[src/rtl/hash_bucket_stage_pkg.sv]
// Shared defaults, CRC32 constant and the stage word layout for the hash bucket front-end.
package hash_bucket_stage_pkg;

  localparam string       DEF_HASH_TYPE    = "crc32";
  localparam int unsigned DEF_KEY_WIDTH    = 32;
  localparam int unsigned DEF_BUCKET_WIDTH = 8;
  localparam int unsigned DEF_META_WIDTH   = 16;

  // Normal (non-reflected) CRC-32 generator polynomial
  localparam logic [31:0] CRC32_POLY = 32'h04C11DB7;

  // Word carried through the delay pipeline at default widths, key in the MSBs
  typedef struct packed {
    logic [DEF_KEY_WIDTH-1:0]    key;
    logic [DEF_META_WIDTH-1:0]   meta;
    logic [DEF_BUCKET_WIDTH-1:0] bucket;
  } stage_word_t;

  localparam int unsigned STAGE_WORD_WIDTH = $bits(stage_word_t);

endpackage

[src/rtl/crc32_d32_comb.sv]
// Combinational CRC-32 of a 32-bit word: (key * x^32) mod P, MSB first, zero init, no final XOR.
module crc32_d32_comb
  import hash_bucket_stage_pkg::*;
(
  input  logic [31:0] key_i,
  output logic [31:0] crc_o
);

  logic [31:0] acc;

  // Bit-serial recurrence unrolled into an XOR tree
  always_comb begin
    acc = '0;
    for (int i = 31; i >= 0; i--) begin
      acc = {acc[30:0], 1'b0} ^ ({32{acc[31] ^ key_i[i]}} & CRC32_POLY);
    end
  end

  assign crc_o = acc;

endmodule

[src/rtl/ht_pipe_delay.sv]
// Generic valid/ready register chain of DELAY stages; plain stages or 2-entry skid stages.
module ht_pipe_delay #(
  parameter int unsigned D_WIDTH        = 8,
  parameter int unsigned DELAY          = 1,
  parameter int unsigned PIPELINE_READY = 0
) (
  input  logic               clk_i,
  input  logic               rst_i,
  input  logic [D_WIDTH-1:0] data_i,
  input  logic               valid_i,
  output logic               ready_o,
  output logic [D_WIDTH-1:0] data_o,
  output logic               valid_o,
  input  logic               ready_i
);

  if (DELAY < 1) begin : g_bad_delay
    $error("ht_pipe_delay: DELAY must be >= 1");
  end

  if (PIPELINE_READY == 0) begin : g_comb
    logic [DELAY-1:0]   v_q;
    logic [D_WIDTH-1:0] d_q    [DELAY];
    logic [DELAY-1:0]   up_v_c;
    logic [D_WIDTH-1:0] up_d_c [DELAY];
    logic [DELAY:0]     rdy_c;

    // Upstream feed of each stage: input port for stage 0, previous stage otherwise
    always_comb begin
      up_v_c    = '0;
      up_d_c    = '{default: '0};
      up_v_c[0] = valid_i;
      up_d_c[0] = data_i;
      for (int i = 1; i < int'(DELAY); i++) begin
        up_v_c[i] = v_q[i-1];
        up_d_c[i] = d_q[i-1];
      end
    end

    // Ready ripples back from the output: a stage accepts when empty or draining
    always_comb begin
      rdy_c        = '0;
      rdy_c[DELAY] = ready_i;
      for (int i = int'(DELAY) - 1; i >= 0; i--) begin
        rdy_c[i] = !v_q[i] || rdy_c[i+1];
      end
    end

    // Stage registers load whenever their ready is high; data only on a valid word
    always_ff @(posedge clk_i or negedge rst_i) begin
      if (!rst_i) begin
        v_q <= '0;
        d_q <= '{default: '0};
      end else begin
        for (int i = 0; i < int'(DELAY); i++) begin
          if (rdy_c[i]) begin
            v_q[i] <= up_v_c[i];
            if (up_v_c[i]) d_q[i] <= up_d_c[i];
          end
        end
      end
    end

    assign ready_o = rdy_c[0];
    assign valid_o = v_q[DELAY-1];
    assign data_o  = d_q[DELAY-1];

  end else begin : g_skid
    logic [DELAY-1:0]   ov_q, sv_q, rdy_q;
    logic [DELAY-1:0]   ov_n, sv_n, rdy_n;
    logic [DELAY-1:0]   up_v_c, dn_rdy_c, up_fire_c;
    logic [D_WIDTH-1:0] od_q [DELAY];
    logic [D_WIDTH-1:0] sd_q [DELAY];
    logic [D_WIDTH-1:0] od_n [DELAY];
    logic [D_WIDTH-1:0] sd_n [DELAY];
    logic [D_WIDTH-1:0] up_d_c [DELAY];

    // Neighbour wiring: upstream word and registered downstream ready per stage
    always_comb begin
      up_v_c              = '0;
      up_d_c              = '{default: '0};
      dn_rdy_c            = '0;
      up_v_c[0]           = valid_i;
      up_d_c[0]           = data_i;
      dn_rdy_c[DELAY-1]   = ready_i;
      for (int i = 1; i < int'(DELAY); i++) begin
        up_v_c[i]     = ov_q[i-1];
        up_d_c[i]     = od_q[i-1];
        dn_rdy_c[i-1] = rdy_q[i];
      end
    end

    // Skid next state: output slot refills from skid first, skid catches words during a stall
    always_comb begin
      ov_n      = ov_q;
      sv_n      = sv_q;
      od_n      = od_q;
      sd_n      = sd_q;
      up_fire_c = up_v_c & rdy_q;
      for (int i = 0; i < int'(DELAY); i++) begin
        if (!ov_q[i] || dn_rdy_c[i]) begin
          if (sv_q[i]) begin
            ov_n[i] = 1'b1;
            od_n[i] = sd_q[i];
            sv_n[i] = 1'b0;
          end else begin
            ov_n[i] = up_fire_c[i];
            if (up_fire_c[i]) od_n[i] = up_d_c[i];
          end
        end else if (up_fire_c[i]) begin
          sv_n[i] = 1'b1;
          sd_n[i] = up_d_c[i];
        end
      end
      rdy_n = ~sv_n;
    end

    // Skid state registers; ready stays low during reset and rises on the first edge after
    always_ff @(posedge clk_i or negedge rst_i) begin
      if (!rst_i) begin
        ov_q  <= '0;
        sv_q  <= '0;
        rdy_q <= '0;
        od_q  <= '{default: '0};
        sd_q  <= '{default: '0};
      end else begin
        ov_q  <= ov_n;
        sv_q  <= sv_n;
        rdy_q <= rdy_n;
        od_q  <= od_n;
        sd_q  <= sd_n;
      end
    end

    assign ready_o = rdy_q[0];
    assign valid_o = ov_q[DELAY-1];
    assign data_o  = od_q[DELAY-1];
  end

endmodule

[src/rtl/hash_bucket_stage.sv]
// Hash-table front-end: hashes the key into a bucket index and pipelines {key, meta, bucket}.
module hash_bucket_stage
  import hash_bucket_stage_pkg::*;
#(
  parameter string       HASH_TYPE      = DEF_HASH_TYPE,
  parameter int unsigned KEY_WIDTH      = DEF_KEY_WIDTH,
  parameter int unsigned BUCKET_WIDTH   = DEF_BUCKET_WIDTH,
  parameter int unsigned META_WIDTH     = DEF_META_WIDTH,
  parameter int unsigned DELAY          = 1,
  parameter int unsigned PIPELINE_READY = 0
) (
  input  logic                    clk_i,
  input  logic                    rst_i,
  input  logic [KEY_WIDTH-1:0]    key_i,
  input  logic [META_WIDTH-1:0]   meta_i,
  input  logic                    valid_i,
  output logic                    ready_o,
  output logic [KEY_WIDTH-1:0]    key_o,
  output logic [META_WIDTH-1:0]   meta_o,
  output logic [BUCKET_WIDTH-1:0] bucket_o,
  output logic                    valid_o,
  input  logic                    ready_i
);

  localparam int unsigned WORD_WIDTH = KEY_WIDTH + META_WIDTH + BUCKET_WIDTH;

  logic [BUCKET_WIDTH-1:0] bucket_c;
  logic [WORD_WIDTH-1:0]   word_in_c;
  logic [WORD_WIDTH-1:0]   word_out;

  if (BUCKET_WIDTH < 1 || BUCKET_WIDTH > 32 || BUCKET_WIDTH > KEY_WIDTH) begin : g_bad_bw
    $error("hash_bucket_stage: BUCKET_WIDTH out of range");
  end

  // Hash selection: CRC32 top bits, or key low bits for bring-up
  if (HASH_TYPE == "crc32") begin : g_crc
    logic [31:0] crc_c;
    logic        unused_crc_bits;

    if (KEY_WIDTH != 32) begin : g_bad_kw
      $error("hash_bucket_stage: crc32 requires KEY_WIDTH == 32");
    end

    crc32_d32_comb u_crc (
      .key_i (32'(key_i)),
      .crc_o (crc_c)
    );

    assign bucket_c        = crc_c[31 -: BUCKET_WIDTH];
    assign unused_crc_bits = ^crc_c;
  end else if (HASH_TYPE == "dummy") begin : g_dummy
    assign bucket_c = key_i[BUCKET_WIDTH-1:0];
  end else begin : g_bad_hash
    $error("hash_bucket_stage: HASH_TYPE must be \"crc32\" or \"dummy\"");
    assign bucket_c = '0;
  end

  assign word_in_c = {key_i, meta_i, bucket_c};

  ht_pipe_delay #(
    .D_WIDTH        (WORD_WIDTH),
    .DELAY          (DELAY),
    .PIPELINE_READY (PIPELINE_READY)
  ) u_pipe (
    .clk_i   (clk_i),
    .rst_i   (rst_i),
    .data_i  (word_in_c),
    .valid_i (valid_i),
    .ready_o (ready_o),
    .data_o  (word_out),
    .valid_o (valid_o),
    .ready_i (ready_i)
  );

  assign {key_o, meta_o, bucket_o} = word_out;

endmodule

[config.mk]
export PLATFORM = sky130hd
export DESIGN_NAME = hash_bucket_stage
export DESIGN_NICKNAME = d
export VERILOG_FILES = /design/src/rtl/hash_bucket_stage_pkg.sv /design/src/rtl/crc32_d32_comb.sv /design/src/rtl/ht_pipe_delay.sv /design/src/rtl/hash_bucket_stage.sv
export SDC_FILE = /design/constraint.sdc
export NUM_CORES = 1
export LEC_CHECK = 0
export CORE_UTILIZATION = 48
export CTS_BUF_LIST = sky130_fd_sc_hd__clkbuf_4
export DETAILED_ROUTE_END_ITERATION = 8
export PLACE_DENSITY = 0.82
export SLEW_MARGIN = 10
export SYNTH_ARGS = -nofsm -noshare
export SYNTH_HDL_FRONTEND = slang
export SYNTH_SLANG_ARGS = --single-unit
[constraint.sdc]
create_clock -name clk_i -period 1.7 [get_ports clk_i]
set_input_delay 0.17 -clock clk_i [delete_from_list [all_inputs] [get_ports clk_i]]
set_output_delay 0.17 -clock clk_i [all_outputs]
set_load 0.01 [all_outputs]
==> run metrics, run 1 <==
CP arrival 2.37 ns; Final setup violation count 8; total CTS buffers 9; Yosys top cell area share 0.4074; Worst slew margin 0.6301; Post-Syn Area 0.003501 sq mm; Seq pwr share 0.233; row count 30; Synth top cells by count dfrtp_1, xnor2_1, mux2_2; Die ar. 0.007639 sq mm; overall routed net length 13310 um; P&R area growth vs syn 78.09%; drt first pass iters 4; core box area 0.006907 sq mm; drt wl/cell 23.94 um; first-pass GRT wire length 15530 um; ANT cells 0; CTS tree done; Max Cap Viol 0; status finished with violations; Cells after Synth 241; Setup Skew 0.01019 ns; initial antenna violation count 0; DR vias/cell 5.263; Detail Route Antenna Nets 0; Starting Density 0.5069; most common cell in the netlist dfrtp_1; YS warnings 0; Worst Hold Class in2reg; DR vias 2926; failing checks negative setup slack; final worst slack -0.3304 ns; Worst-path clk slew 0.10 ns; Buffers on Ports 109; dpl ws -1.022 ns; TritonCTS Sinks 57; Crit Path Max Fanout 4; Area contributors post-synth dfrtp_1, mux2_2, xnor3_1; Synth Area per Inst 14.53 sq um; final worst path period share 1.194; syn_nets 293; largest net degree at the start of global routing 58; RSZ-0062 raised after global routing yes; #FFs+latches synth 57; ys flop type dfrtp_1; H-tree depth 3; Total GRT Usage 0.2877; Seq/Total Area, Yosys 0.4074; Max Clk Rate 492.5 MHz; Slew Limit Fails 0; clock latency on the worst-skew pair 0.42 ns; fillcell total 268; FF-to-FF setup slack 0.38 ns; Register Area 0.001426 sq mm; gr ovfl total 0; vias in the first global route 2864; Peak VDD IR 917.6 uV; NumNets Final 507; Die Span X 87.40 um; critical setup path kind in2reg; CP Capture Type register; cell internal pwr 0.005161 W; top cell type by total area after synthesis dfrtp_1; Synth async-reset ratio 1.000; Cells after DPL 491; power share of the clock group 0.131; Sw Pwr 0.002587 W; switch share 0.3339; EDFF count, synth 0; final instance count without filler cells 556; critical path required time 2.04 ns; post-route DRC violation count 0; placed wire-length estimate 6339 um; CTS root buf clkbuf_4; pwr/cell area 1243 mW/mm^2; Leak 2.945 nW; Slew @ Worst Pin 0.5508 ns; share of layout cells above drive strength 1 0.5326; clk buf depth 2; Gate power share 0.636; GPL Wtd Cong 0.8038; num ports 110; Critical Path Start Type primary input; final hold vios 0; starting DRC count in detailed routing 150; multi-input logic area 0.002489 sq mm; post-route minimum period 2.030 ns; Yosys cell types 19; Die H 87.40 um
[layer usage]
layer  global-route usage  part of all wire  vias to the layer above
li1                     -                 -                     1235
met1               0.3524              0.37                     1482
met2               0.4773              0.53                      166
met3              0.09668             0.069                       43
met4              0.09836             0.037                        0
met5                    0                 0                        -
[flip-flops by register name, indices dropped and copies added, names as in the netlist]
register        flops
u_pipe.valid_o      1
u_pipe.data_o      56
[logic make-up after synthesis]
kind of cell           count (synthesis)  share of synthesized area
AO/OA/AOI/OAI                          6                   0.008575
buffers and inverters                 15                    0.02109
AND/OR/NAND/NOR                        9                    0.01108
XOR/XNOR                             104                     0.3910
multiplexers                          50                     0.1608
flip-flops                            57                     0.4074
[metrics by stage]
step / TNS (ns) / hold WS (ns) / power (W) / util / instance area, sq um
6_report: -1.983 / 0.09196 / 0.007748 / 0.9027 / 6235
5_1_grt: -2.028 / 0.06313 / 0.008008 / 0.9027 / 6235
4_1_cts: -0.8483 / 0.005155 / 0.007025 / 0.8502 / 5872
3_5_place_dp: -7.525 / 0.1945 / 0.005481 / 0.7656 / 5288
3_3_place_gp: -7.142 / 0.1920 / 0.005404 / 0.7656 / 5288
2_1_floorplan: -1.560 / -0.1256 / 0.004146 / - / 3685
[timing repair]
| action | 4_1_cts | 5_1_grt |
|---|---|---|
| hold buffers | 1 | 3 |
| resized for setup | 116 | 61 |
| setup buffers | 26 | 21 |
| pin swaps | 53 | 40 |
| setup endpoints to repair | 8 | 9 |
| endpoints found under the hold margin | 57 | 3 |
[power groups by stage]
stage / clock [W] / sequential [W] / combinational, W
after floorplan: 0 / 0.00191 / 0.00224
after global placement: 0 / 0.00177 / 0.00363
after detailed placement: 0 / 0.00179 / 0.00369
after CTS: 0.00101 / 0.00176 / 0.00425
after global routing: 0.00111 / 0.00182 / 0.00509
final: 0.00102 / 0.00180 / 0.00493
[cell usage in the layout, fill, tap and decap left out, types with 4 or more instances in the layout]
cell type	count
xnor2_4	14
xnor3_1	15
o21ai_1	5
clkdlybuf4s50_1	79
nand2_1	6
buf_4	79
xor2_2	4
dfrtp_1	57
xor2_4	4
xnor3_2	9
xor3_2	4
clkbuf_4	12
buf_2	6
mux2_2	48
dlygate4sd3_1	4
buf_6	21
buf_8	7
clkbuf_2	4
dlymetal6s2s_1	5
buf_12	6
xor2_1	12
xnor2_2	19
xnor2_1	22
[worst max-delay path, cell delays in order]
cell,delay (ns)
clkdlybuf4s15_2,0.27
buf_4,0.18
xnor2_2,0.15
buf_4,0.17
xnor2_4,0.26
xnor3_1,0.40
xor2_1,0.18
xnor3_1,0.44
o21ai_2,0.14
[final timing paths]
path / from / depth (start not counted) / endpoint
max in group asynchronous: rst_i / 3 / u_pipe.data_o[15]
min in group asynchronous: rst_i / 3 / u_pipe.data_o[29]
max: key_i[30] / 9 / u_pipe.data_o[2]
max reg2reg: u_pipe.valid_o / 4 / u_pipe.data_o[31]
min: key_i[10] / 2 / u_pipe.data_o[34]
min reg2reg: u_pipe.data_o[14] / 1 / u_pipe.data_o[14]
[cell type report]
cell class              count  share of cell area
multi-input cells         169              0.3992
repair buffers            218              0.3313
flip-flops and latches     57              0.2288
well taps                  96             0.01927
clock buffers              12             0.01445
clock inverters             4            0.007024
Power figures use the tool's default switching activity.
==> run 2: changes to the inputs <==
--- a/config.mk
+++ b/config.mk
@@ -5,11 +5,12 @@
 export SDC_FILE = /design/constraint.sdc
 export NUM_CORES = 1
 export LEC_CHECK = 0
-export CORE_UTILIZATION = 48
+export CORE_UTILIZATION = 53
 export CTS_BUF_LIST = sky130_fd_sc_hd__clkbuf_4
 export DETAILED_ROUTE_END_ITERATION = 8
 export PLACE_DENSITY = 0.82
 export SLEW_MARGIN = 10
 export SYNTH_ARGS = -nofsm -noshare
 export SYNTH_HDL_FRONTEND = slang
+export SYNTH_HIERARCHICAL = 1
 export SYNTH_SLANG_ARGS = --single-unit
==> run 2 against run 1 <==
Effect of this change: the run now fails in 5_1_grt; synthesized cell count is 21% higher; synthesized area is 25% higher.
==> run metrics, run 2 <==
YS warnings 6 (+6); CTS root buf clkbuf_4; clk buf depth 2 (unchanged); syn_nets 343 (+17%); row count 32 (+6.7%); Buffers on Ports 109 (unchanged); tool error [ERROR DPL-0033] detailed placement checks failed during check placement.; dpl ws -1.342 ns (-0.3201 ns); Synth Area per Inst 14.98 sq um (+3.1%); Cells after Synth 291 (+21%); largest net degree at the start of global routing 58; placed wire-length estimate 8413 um (+33%); Starting Density 0.5555 (+0.04860); Stop stage 5_1_grt; Die H 92.69 um (+6.1%); total CTS buffers 9 (unchanged); Worst endpoint type register data pin; Worst Endpoint after GRT Repair u_pipe/data_o[3]$_DFFE_PN0P_/D; H-tree depth 3 (unchanged); num ports 110 (unchanged); status aborted with a tool error; initial antenna violation count 0; Die Span X 92.69 um (+6.1%); GPL Wtd Cong 0.8827 (+9.8%); Post-Syn Area 0.004359 sq mm (+25%)
## run 2: repair_timing
item | in CTS
resized for setup | 104
pin swaps | 58
buffers inserted | 37
hold endpoints to repair | 57
hold buffers | 1
endpoints found under the setup margin | 8
## run 2: stage by stage
| step | setup TNS [ns] | instance area, sq um | hold WS, ns | utilization | instances |
|---|---|---|---|---|---|
| after floorplan | -4.577 | 4598 | -0.1256 | - | 291 |
| after global placement | -9.571 | 6315 | 0.1953 | 0.8047 | 570 |
| after detailed placement | -9.892 | 6315 | 0.2063 | 0.8047 | 570 |
| after CTS | -3.281 | 7122 | 0.1524 | 0.9075 | 623 |
==> run 3: changes to the inputs <==
--- a/config.mk
+++ b/config.mk
@@ -5,10 +5,9 @@
 export SDC_FILE = /design/constraint.sdc
 export NUM_CORES = 1
 export LEC_CHECK = 0
-export CORE_UTILIZATION = 53
-export CTS_BUF_LIST = sky130_fd_sc_hd__clkbuf_4
+export CORE_UTILIZATION = 38
 export DETAILED_ROUTE_END_ITERATION = 8
-export PLACE_DENSITY = 0.82
+export PLACE_DENSITY_LB_ADDON = 0.15
 export SLEW_MARGIN = 10
 export SYNTH_ARGS = -nofsm -noshare
 export SYNTH_HDL_FRONTEND = slang
==> run 3 against run 2 <==
Effect of this change: the flow now finishes, with violations (negative setup slack); synthesized area did not move; synthesized cell count did not move.
==> run metrics, run 3 <==
status finished with violations; failing checks negative setup slack; Slowest-stage cell, CP xor3_2; Die Span X 109.1 um (+18%); utilization after layout 0.6929; DR vias/cell 4.514; pwr/cell area 1578 mW/mm^2; CP Capture Type register; placed wire-length estimate 8165 um (-2.9%); row count 38 (+19%); Peak VDD IR 928.0 uV; largest net degree at the start of global routing 58; Max Clk Rate 437.0 MHz; total CTS buffers 9 (unchanged); drt wl/cell 17.61 um; Setup Skew 0.004545 ns; syn_nets 343 (unchanged); max FFs per register 56; post-route minimum period 2.288 ns; RSZ-0062 raised after global routing yes; H-tree depth 3 (unchanged); CTS tree done; clock latency on the worst-skew pair 0.34 ns; Slew @ Worst Pin 0.4278 ns; critical setup path kind in2reg; setup_tns -4.228 ns; overall routed net length 11810 um; share of layout cells above drive strength 1 0.5631; num ports 110 (unchanged); ANT cells 0; final worst path period share 1.346; Cells after Synth 291 (unchanged); vias in the first global route 3363; gr ovfl total 0; clk buf depth 2 (unchanged); drt first pass iters 4; NumNets Final 578; first-pass GRT wire length 17740 um; Starting Density 0.3952 (-0.1603); CTS root buf clkbuf_16; Max Cap Viol 0; Crit Path Max Fanout 6; TritonCTS Sinks 57; CP peak stage delay 0.46 ns; Total GRT Usage 0.2070; Detail Route Antenna Nets 0; CP cell instances buf_6 -> buf_12 -> buf_12 -> xor2_4 -> buf_6 -> xnor3_2 -> xor3_2 -> xnor3_2 -> xnor2_2 -> xnor2_1 -> mux2_4; Worst-path clk slew 0.06 ns; Worst slew margin 0.7127; final hold vios 0; dpl ws -1.263 ns (+0.07935 ns); P&R area growth vs syn 75.34%; CP arrival 2.51 ns; Critical Path Start Type primary input; critical path required time 1.92 ns; post-route DRC violation count 0; Post-Syn Area 0.004359 sq mm (unchanged); GPL Wtd Cong 0.8660 (-1.9%); Die ar. 0.01190 sq mm; Synth Area per Inst 14.98 sq um (unchanged); final worst slack -0.5883 ns; most frequent cells in the layout buf_4, clkdlybuf4s50_1, dfrtp_1; Leak 3.635 nW; Buffers on Ports 109 (unchanged); core box area 0.01103 sq mm; Worst Hold Class in2reg; initial antenna violation count 0; starting DRC count in detailed routing 95; Final setup violation count 8; commonest non-fill, non-tap cell in the layout buf_4; DR vias 3029; Die H 109.1 um (+18%); Slew Limit Fails 0; Hold WS 0.08779 ns; YS warnings 6 (unchanged)
==> run 3: critical path: cells and delay by family <==
| family | cells | cell delay (ns) |
|---|---|---|
| mux | 1 | 0.27 |
| buf+inv | 4 | 0.47 |
| xor+xnor | 6 | 1.58 |
==> run 3: area by class of cell <==
type	instances	area (sq um)
clock buffers	9	225.2
multi-input cells	217	3426
clock inverters	7	101.3
well taps	140	175.2
fillers	781	3387
flip-flops and latches	57	1426
repair buffers	241	2290
==> run 3: per-layer routing <==
metal	up-vias	GRT usage	part of all wire	routed length, um
met1	1512	0.2484	0.42	4981
li1	1427	-	-	-
met2	76	0.3666	0.53	6237
met4	0	0.07143	0.014	170
met5	-	0	0	0
met3	14	0.04124	0.036	423
==> run 3: where the power goes <==
group          internal, W  switching, W
Sequential         0.00166      0.000149
Combinational      0.00516       0.00309
Clock              0.00129      0.000712
==> run 3: final timing paths <==
| kind | start | end | slack, ns | cells after the start |
|---|---|---|---|---|
| worst max-delay path | key_i[30] | u_pipe/data_o[3] | -0.59 | 11 |
| worst min-delay path | key_i[26] | u_pipe/data_o[50] | 0.09 | 2 |
| worst max register to register | u_pipe/valid_o | u_pipe/data_o[52] | 0.42 | 4 |
| worst min register to register | u_pipe/data_o[11] | u_pipe/data_o[11] | 0.50 | 1 |
| max in group asynchronous | rst_i | u_pipe/data_o[0] | 1.08 | 3 |
| min in group asynchronous | rst_i | u_pipe/data_o[13] | 0.36 | 3 |
==> run 3: what timing repair did <==
item,in CTS,in global routing
cloned,0,0
endpoints found under the setup margin,8,8
pin swaps,57,52
hold buffers,1,0
resized for setup,122,56
buffers inserted,35,17
endpoints found under the hold margin,57,0
==> run 3: through the flow <==
stage          power [W]  cell area, sq um  instances
6_report         0.01207              7644        671
2_1_floorplan   0.006273              4598        291
3_3_place_gp    0.008123              6402        610
5_1_grt          0.01268              7644        671
3_5_place_dp    0.008224              6402        610
4_1_cts          0.01142              7371        662
==> run 4: changes to the inputs <==
--- a/config.mk
+++ b/config.mk
@@ -7,6 +7,7 @@
 export LEC_CHECK = 0
 export CORE_UTILIZATION = 38
 export DETAILED_ROUTE_END_ITERATION = 8
+export MAX_ROUTING_LAYER = met4
 export PLACE_DENSITY_LB_ADDON = 0.15
 export SLEW_MARGIN = 10
 export SYNTH_ARGS = -nofsm -noshare
==> constraint.sdc (replaced) <==
create_clock -name clk_i -period 2.87 [get_ports clk_i]
set_input_delay 0.287 -clock clk_i [delete_from_list [all_inputs] [get_ports clk_i]]
set_output_delay 0.287 -clock clk_i [all_outputs]
set_load 0.01 [all_outputs]
==> run 4 against run 3 <==
Effect of this change: the run now ends clean; clock skew about the same; global-route usage down 1.2 points; core utilization down 11 points; via count down 7.9%; sequential power down 41%; critical endpoint is now u_pipe/data_o[4]; largest power group unchanged; highest routed layer unchanged.
==> run metrics, run 4 (synthesis gave the netlist of run 3 again) <==
core box area 0.01103 sq mm (unchanged); most frequent cells in the layout clkdlybuf4s50_1, buf_4, xnor2_1; starting DRC count in detailed routing 101 (+6.3%); CP cell instances clkdlybuf4s50_1 -> buf_4 -> xnor3_1 -> xnor2_1 -> xnor3_1 -> xnor2_1 -> buf_4 -> xor2_1 -> xnor2_1 -> mux2_2; Top Family by Delay on Critical Path XOR/XNOR gates; Leak 3.024 nW (-17%); vias in the first global route 3090 (-8.1%); hold buffers post-CTS 0 (-1); Worst-path clk slew 0.05 ns (about the same); placed wire-length estimate 8265 um (+1.2%); final worst path period share 0.9616; final worst slack 0.1103 ns (+0.6986 ns); pwr/cell area 920.9 mW/mm^2 (-42%); share of layout cells above drive strength 1 0.3680 (-0.1951); first-pass GRT wire length 16400 um (-7.5%); P&R area growth vs syn 48.22%; num ports 110 (unchanged); FF-to-FF setup slack 1.26 ns (+0.84 ns); gr ovfl total 0 (unchanged); commonest non-fill, non-tap cell in the layout clkdlybuf4s50_1; overall routed net length 10360 um (-12%); GPL Wtd Cong 0.8584 (-0.88%); Die ar. 0.01190 sq mm (unchanged); CTS root buf clkbuf_16; ANT cells 0 (unchanged); Critical Path Most Common Cell xnor2_1; utilization after layout 0.5858 (-0.1072); status finished, final reports clean; row count 38 (unchanged); critical setup path kind in2reg; final hold vios 0 (unchanged); post-route DRC violation count 0 (unchanged); Slew @ Worst Pin 0.8078 ns (+0.3800 ns); NumNets Final 528 (-8.7%); Max Clk Rate 362.4 MHz; final instance count without filler cells 621 (-7.5%); Critical Path Start Type primary input; Slowest-stage cell, CP clkdlybuf4s50_1; Total GRT Usage 0.1949 (-0.01211); CP bufs+invs 3 (-1); DR vias/cell 4.491 (-0.51%); post-route minimum period 2.760 ns; drt wl/cell 16.68 um (-5.3%); RSZ-0062 raised after global routing no; Final setup violation count 0 (-8); dpl ws -0.4072 ns (+0.8553 ns); Detail Route Antenna Nets 0 (unchanged); CP peak stage delay 0.56 ns (+0.10 ns); Worst Hold Class in2async; total CTS buffers 9 (unchanged); Die H 109.1 um (unchanged); critical path required time 3.08 ns (+1.16 ns); max FFs per register 56 (unchanged); Slew Limit Fails 0 (unchanged); Setup Skew 0.005011 ns (+0.0004653 ns); Buffers on Ports 109 (unchanged); H-tree depth 3 (unchanged); Max Cap Viol 0 (unchanged); Die Span X 109.1 um (unchanged); Cells after DPL 605 (-0.82%); DR vias 2789 (-7.9%); initial antenna violation count 0 (unchanged); clk buf depth 2 (unchanged); Starting Density 0.3952 (unchanged); CTS tree done; largest net degree at the start of global routing 35 (-40%); clock latency on the worst-skew pair 0.33 ns (about the same); CP arrival 2.97 ns (+0.46 ns); drt first pass iters 4 (unchanged); TritonCTS Sinks 57 (unchanged); Worst slew margin 0.4614 (-0.2513); Crit Path Max Fanout 4 (-2); Peak VDD IR 401.8 uV (-57%); CP Capture Type register
==> run 4: final timing paths <==
check                                 startpoint           endpoint  cells after the start
worst max-delay path                   key_i[24]   u_pipe/data_o[4]                     10
worst min-delay path                       rst_i  u_pipe/data_o[17]                      1
worst max register to register    u_pipe/valid_o  u_pipe/data_o[52]                      4
worst min register to register  u_pipe/data_o[7]   u_pipe/data_o[7]                      1
max in group asynchronous                  rst_i   u_pipe/data_o[6]                      2
min in group clk_i              u_pipe/data_o[7]   u_pipe/data_o[7]                      1
==> run 4: power breakdown <==
part	internal (W)	leakage, nW	switching, W	total (W)
registers	0.000981	0.666	0.0000861	0.00107
logic	0.00234	2.21	0.00142	0.00375
clock network	0.000741	0.151	0.000389	0.00113
total	0.00406	3.02	0.00189	0.00595
==> run 4: layer usage <==
layer / up-vias / wire length [um] / GRT usage
li1: 1327 / - / -
met1: 1378 / 4708 / 0.2457
met2: 77 / 5088 / 0.3167
met3: 7 / 460 / 0.04065
met4: 0 / 100 / 0.05212
met5: - / 0 / -
==> run 4: per-stage QoR <==
stage | hold WS [ns] | cell area, sq um | total power (W) | TNS (ns)
floorplan | -0.008591 | 4359 | 0.003631 | 0
global placement | 0.4083 | 6101 | 0.004757 | -2.034
detailed placement | 0.4193 | 6101 | 0.004796 | -2.301
CTS | 0.06417 | 6416 | 0.005966 | 0
global route | 0.1015 | 6461 | 0.006335 | 0
finish | 0.04793 | 6461 | 0.005950 | 0
==> run 4: layout make-up <==
| cell class | instances | area [sq um] |
|---|---|---|
| Tap cell | 140 | 175.2 |
| Clock inverter | 4 | 50.05 |
| Timing Repair Buffer | 191 | 1719 |
| Sequential cell | 57 | 1426 |
| Multi-Input combinational cell | 217 | 2824 |
| Fill cell | 898 | 4569 |
| Clock buffer | 12 | 266.5 |
==> run 4: timing repair <==
| item | in CTS | in global routing |
|---|---|---|
| buffers inserted | 0 | 0 |
| gates resized for setup | 1 | 8 |
| gates cloned | 0 | 0 |
| setup endpoints to repair | 3 | 4 |
